### src/rtl/ld_reg.sv
// ld_reg: parallel-load data register with hold and asynchronous reset.
// Captures d on a rising clk edge when ld is high, otherwise keeps its contents.
// Optional feature macro LD_REG_PARITY_EN adds a registered even-parity output
// q_par that tracks ^q and resets to ^RESET_VAL.

module ld_reg #(
    parameter int                WIDTH     = 8,
    parameter logic [WIDTH-1:0]  RESET_VAL = '0
) (
    input  logic             clk,
    input  logic             reset,
    input  logic             ld,
    input  logic [WIDTH-1:0] d,
    output logic [WIDTH-1:0] q
`ifdef LD_REG_PARITY_EN
    ,
    output logic             q_par
`endif
);

    // A zero-width register makes no sense, so stop elaboration early.
    generate
        if (WIDTH < 1) begin : g_width_check
            $error("ld_reg: WIDTH must be >= 1");
        end
    endgenerate

    logic [WIDTH-1:0] next_q;

    // Per-bit 2:1 hold mux: take d when loading, otherwise recirculate q.
    always_comb begin
        next_q = q;
        if (ld) begin
            next_q = d;
        end
    end

    // Storage flops; reset wins over load and acts without waiting for clk.
    always_ff @(posedge clk or posedge reset) begin
        if (reset) begin
            q <= RESET_VAL;
        end else begin
            q <= next_q;
        end
    end

`ifdef LD_REG_PARITY_EN
    // Parity flop updates alongside q so it never lags the stored value.
    always_ff @(posedge clk or posedge reset) begin
        if (reset) begin
            q_par <= ^RESET_VAL;
        end else if (ld) begin
            q_par <= ^d;
        end
    end
`endif

    // A load must make d visible on q one edge later.
    a_load: assert property (@(posedge clk) disable iff (reset)
                             ld |=> (q == $past(d)))
        else $error("ld_reg: q did not capture d after load");

    // Without a load the contents must not move.
    a_hold: assert property (@(posedge clk) disable iff (reset)
                             !ld |=> $stable(q))
        else $error("ld_reg: q changed without load");

    // An unknown load enable at an edge means the caller is broken.
    a_ld_known: assert property (@(posedge clk) disable iff (reset)
                                 !$isunknown(ld))
        else $error("ld_reg: ld is X/Z at clock edge");

endmodule

### config.mk
export PLATFORM = sky130hd
export DESIGN_NAME = ld_reg
export DESIGN_NICKNAME = d
export VERILOG_FILES = /design/src/rtl/ld_reg.sv
export SDC_FILE = /design/constraint.sdc
export NUM_CORES = 1
export LEC_CHECK = 0
export ABC_AREA = 1
export CORE_AREA = 2 2 39 41
export DETAILED_ROUTE_END_ITERATION = 10
export DIE_AREA = 0 0 41 43
export GPL_TIMING_DRIVEN = 0
export PLACE_DENSITY = 0.52
export SLEW_MARGIN = 10
export SYNTH_ARGS = -nofsm -noshare
export SYNTH_HDL_FRONTEND = slang
export SYNTH_SLANG_ARGS = --single-unit
### constraint.sdc
create_clock -name clk -period 0.8 [get_ports clk]
set_input_delay 0.16 -clock clk [delete_from_list [all_inputs] [get_ports clk]]
set_output_delay 0.16 -clock clk [all_outputs]
set_load 0.01 [all_outputs]
==> flow_metrics.tcl, run 1 <==
set metrics [dict create \
    status "finished with violations" \
    violations "negative setup slack" \
    yosysTopAreaCellShare_pct 64.78 \
    post-route-period-util_pct 114.8 \
    fin_total_pwr_mw 0.9420 \
    wire_length_of_the_first_global_routing_pass_mm 1.028 \
    synth-warning-count 0 \
    postRouteWirelength_um 707 \
    seq_area_frac_synth_pct 64.78 \
    first_global_vias 261 \
    place.gp.congestion 0.5486 \
    syn2layout_area_growth_pct 67.21 \
    slowest_cp_cell "dfrtp_1" \
    synthCells 35 \
    drv_slew 0 \
    mappedNetlistNets 46 \
    fmax_mhz 1089 \
    holdCritPathClass "input port to async pin" \
    die_w_um 41 \
    power.leakage_nw 0.2842 \
    leading_post_synthesis_cells_by_cell_area "dfrtp_1, nand2_1, buf_6, inv_1, inv_2" \
    timing.critical_path.cells "buf_6" \
    number_of_nets_still_failing_antenna_checks_after_routing 0 \
    core-area_um2 1384 \
    final-instance-count-excl-fill 74 \
    die-area_um2 1763 \
    htree_num_levels 1 \
    synthDistinctLibCells 5 \
    synth_top_area_cell "dfrtp_1" \
    finalSetupViolations 8 \
    grt_max_degree 10 \
    first_pass_iters 5 \
    place.detailed.hpwl_um 512.4 \
    number_of_drc_violations_after_detailed_routing_iteration_0 5 \
    clk_path_buf_depth 2 \
    cp.required_ps 640 \
    critical_path_buf_inv_count 1 \
    drcViolationCount 0 \
    rsz0062_at_grt "yes" \
    cp_top_family "flip-flops" \
    post_route_setup_slack_ps -118.0 \
    timing.hold.ws_ps 163.2 \
    most-common-layout-cells "nand2_1, clkdlybuf4s50_1, dfrtp_1" \
    routed-via-count 291 \
    largest_reg_flops 8 \
    ff2ff_path_depth 3 \
    post-route-min-period_ps 918.0 \
    cts.root.buffer_cell "clkbuf_4" \
    reg2reg_slack_ps 90 \
    registers.top_by_ff_count "q" \
    clkSlewWorstSetupHoldPaths_ps 50 \
    layout.nets 71 \
    slowest_delay_ps 390 \
    mostFrequentLayoutCell "nand2_1" \
    final.setup_skew_ps 0 \
    final.setup.tns_ps -886.2 \
    drt-vias-per-instance 3.932 \
    timing_worst_slew_pin_value_ps 306.0 \
    timing.critical_path.fanout_max 2 \
    layout_top_registers "q: 8 flops" \
    crit_type "flip-flop to output pin" \
    worst_r2r_startpoint "q[0]" \
    hold_viol 0 \
    cts_tree "built" \
    port-buffer-count 17 \
    vdd_ir_drop_max_mv 0.5568 \
    post-route-cell-area_um2 516.7 \
    clkLatencyLatePin_ps 240 \
    globalRouteTotalUtil_pct 8.999 \
    r2r-end "q[0]" \
    placedCellCount 68 \
    synthesis.area_per_instance_um2 8.830 \
    num_antenna_cells 0 \
    worstPathArrival_ps 760 \
    chipHeight_um 43 \
    grt_overflow 0 \
    max_cap_violations 0 \
    floorplan.initialDensity_pct 22.33 \
    quantity_of_hold_fixing_buffers_added_after_cts 0 \
    yosys_register_bits 8 \
    floorplan.rows 14 \
    placed_area_um2 499.2 \
    timing.critical_path.to_type "output pin" \
    pwr_density_cell_nw_per_um2 1823 \
    max_slew_margin_pct 79.58 \
    post_drt_wl_per_cell_um 9.554 \
    pin_count 19 \
    n_fill_cell 153 \
    layout-drive-gt1-share_pct 27.59 \
    critical_path.startpoint_type "flip-flop" \
    tritoncts.num_buffers 3 \
    utilization_pct 37.34 \
    tritoncts_num_sinks 8 \
    post_synthesis_cell_area_um2 309.0 \
    grt_antenna_before_repair 0 \
    pre_cts_slack_ps -229.9 \
]
-- cell families (layout without fill, tap and decap cells) --
logic type / count (synthesis) / after routing / share of synthesized area [%]
buffers and inverters: 3 / 26 / 6.070
flip-flops: 8 / 8 / 64.78
AND/OR/NAND/NOR: 24 / 24 / 29.15
-- power breakdown --
group	internal (mW)	switching [mW]	total [mW]
Combinational	0.109	0.0801	0.189
Sequential	0.441	0.0181	0.459
Clock	0.171	0.123	0.293
Total	0.721	0.221	0.942
-- worst max path at each step --
stage                     from    to  cells after the start
after floorplan           q[0]  q[0]                      2
after global placement    q[0]  q[0]                      1
after detailed placement  q[4]  q[4]                      1
after CTS                 q[7]  q[7]                      1
after global routing      q[6]  q[6]                      1
final                     q[6]  q[6]                      1
-- cells in the mapped netlist (all sizes together) --
cell and count:
buf 1, dfrtp 8, inv 2, nand2 24
-- per-layer routing --
metal	up-vias	GRT usage, %	part of all wire, %
met5	-	0	0
met4	0	6.000	1.1
met3	2	5.236	14
met2	15	12.81	42
met1	126	9.539	43
li1	148	-	-
-- final cells by class --
cell class	instances	area (um2)	share of cell area, %
Sequential cell	8	200.2	38.74
Buffer	1	11.26	2.179
Inverter	2	7.507	1.453
Tap cell	16	20.02	3.874
Multi-Input combinational cell	24	90.09	17.43
Timing Repair Buffer	20	165.2	31.96
Clock buffer	3	22.52	4.358
-- repair_timing --
action                     in CTS  in global routing
setup endpoints to repair       8                  8
setup buffers                   1                  2
resized for setup              32                  2
Power figures use the tool's default switching activity.
==> inputs of run 2 (changes only) <==
- SKIP_CTS_REPAIR_TIMING: unset -> 1
==> run 2 against run 1 <==
Compared with the run above: the flow still finishes with violations (negative setup slack); worst setup slack gained 6.1 ps; total power shrank 0.53%; final area shrank 1.2%; critical endpoint is now q[2]; sequential share of layout area grew 0.47 points; non-clock buffer count is the same; utilization shrank 0.45 points; register-to-register slack is essentially flat; flip-flop and latch count is the same; fmax grew 0.67%.
==> flow_metrics.tcl, run 2 (synthesized netlist as in run 1, its figures left out) <==
set metrics [dict create \
    floorplan.rows 14 \
    rsz0062_at_grt "yes" \
    wire_length_of_the_first_global_routing_pass_mm 1.041 \
    routed-wl-met3_um 92 \
    place.detailed.hpwl_um 512.4 \
    fmax_mhz 1097 \
    routed-wl-met2_um 314 \
    clock_share_of_power_pct 31.4 \
    post_route_setup_slack_ps -111.9 \
    drcViolationCount 0 \
    violations "negative setup slack" \
    post-route-min-period_ps 911.9 \
    cp.required_ps 640 \
    tritoncts_num_sinks 8 \
    p_sw_share_pct 23.62 \
    finalSetupViolations 8 \
    post-route-cell-area_um2 510.5 \
    place.gp.congestion 0.5486 \
    placedCellCount 68 \
    num_antenna_cells 0 \
    proportion_of_power_drawn_by_flip_flops_and_latches_pct 49.1 \
    cts_tree "built" \
    slowest_delay_ps 370 \
    grt_max_degree 10 \
    core-area_um2 1384 \
    final.setup.tns_ps -843.4 \
    critical_path.startpoint_type "flip-flop" \
    timing.critical_path.to_type "output pin" \
    post-route-period-util_pct 114.0 \
    slowest_cp_cell "dfrtp_1" \
    clk_path_buf_depth 2 \
    wl_met1_um 302 \
    pre_cts_slack_ps -229.9 \
    post_drt_wl_per_cell_um 9.703 \
    max_slew_margin_pct 79.64 \
    worstPathArrival_ps 750 \
    die-area_um2 1763 \
    final.setup_skew_ps 0 \
    clkSlewWorstSetupHoldPaths_ps 50 \
    placed_area_um2 499.2 \
    layout-drive-gt1-share_pct 27.59 \
    mostFrequentLayoutCell "nand2_1" \
    vdd_ir_drop_max_mv 0.5588 \
    pin_count 19 \
    crit_type "flip-flop to output pin" \
    drv_slew 0 \
    net-switching-power_mw 0.2214 \
    postRouteWirelength_um 718 \
    final-instance-count-excl-fill 74 \
    first_pass_iters 5 \
    power.leakage_nw 0.2823 \
    critical_path_buf_inv_count 1 \
    first_global_vias 263 \
    layout.nets 71 \
    largest_reg_flops 8 \
    reg2reg_slack_ps 90 \
    most-common-layout-cells "nand2_1, clkdlybuf4s50_1, dfrtp_1" \
    holdCritPathClass "input port to async pin" \
    cts.root.buffer_cell "clkbuf_4" \
    number_of_nets_still_failing_antenna_checks_after_routing 0 \
    p_int_mw 0.7157 \
    grt_antenna_before_repair 0 \
    chipHeight_um 43 \
    highest-signal-layer "met4" \
    grt_overflow 0 \
    timing.critical_path.fanout_max 2 \
    port-buffer-count 17 \
    pwr_density_cell_nw_per_um2 1836 \
    cp_top_family "flip-flops" \
    htree_num_levels 1 \
    registers.top_by_ff_count "q" \
    timing_worst_slew_pin_value_ps 305.0 \
    die_w_um 41 \
    clkLatencyLatePin_ps 240 \
    syn2layout_area_growth_pct 65.18 \
    p_comb_share_pct 19.6 \
    max_cap_violations 0 \
    routed-via-count 290 \
    floorplan.initialDensity_pct 22.33 \
    tritoncts.num_buffers 3 \
    number_of_drc_violations_after_detailed_routing_iteration_0 5 \
    status "finished with violations" \
    hold_viol 0 \
    layout_top_registers "q: 8 flops" \
    timing.critical_path.cells "buf_2" \
    drt-vias-per-instance 3.919 \
    globalRouteTotalUtil_pct 9.100 \
]
## run 2: changes by cell type in the layout (fill, tap and decap cells not counted), sizes merged
cell    before  now
buf         12    6
clkbuf       3    9
## run 2: layout make-up
type	instances	area, um2
Timing Repair Buffer	20	158.9
Fill cell	150	873.3
Clock buffer	3	22.52
Inverter	2	7.507
Sequential cell	8	200.2
Multi-Input combinational cell	24	90.09
Buffer	1	11.26
Tap cell	16	20.02
## run 2: stage by stage
stage | util (%) | power [mW] | hold WS (ps)
detailed placement | 36.08 | 0.6644 | 420.5
CTS | 37.70 | 0.9683 | 159.8
finish | 36.89 | 0.9370 | 163.0
global placement | 36.08 | 0.6620 | 418.3
global route | 36.89 | 0.9997 | 164.8
floorplan | - | 0.5347 | -24.34
## run 2: power by group through the flow
stage / combinational [mW] / clock [mW] / sequential (mW)
finish: 0.183 / 0.294 / 0.460
global route: 0.205 / 0.331 / 0.463
CTS: 0.199 / 0.310 / 0.460
detailed placement: 0.198 / 0 / 0.466
global placement: 0.198 / 0 / 0.464
floorplan: 0.0513 / 0 / 0.483
## run 2: worst paths after layout
check | depth (start not counted) | from | to
setup / recovery | 1 | q[2] | q[2]
hold / removal | 2 | reset | q[4]
setup reg to reg | 3 | q[4] | q[4]
hold reg to reg | 2 | q[3] | q[3]
max in group asynchronous | 2 | reset | q[0]
min in group clk | 3 | ld | q[7]
## run 2: routing by layer
layer,GRT usage [%],up-vias
li1,-,148
met5,0,-
met3,5.236,2
met1,9.868,125
met4,6.000,0
met2,12.81,15
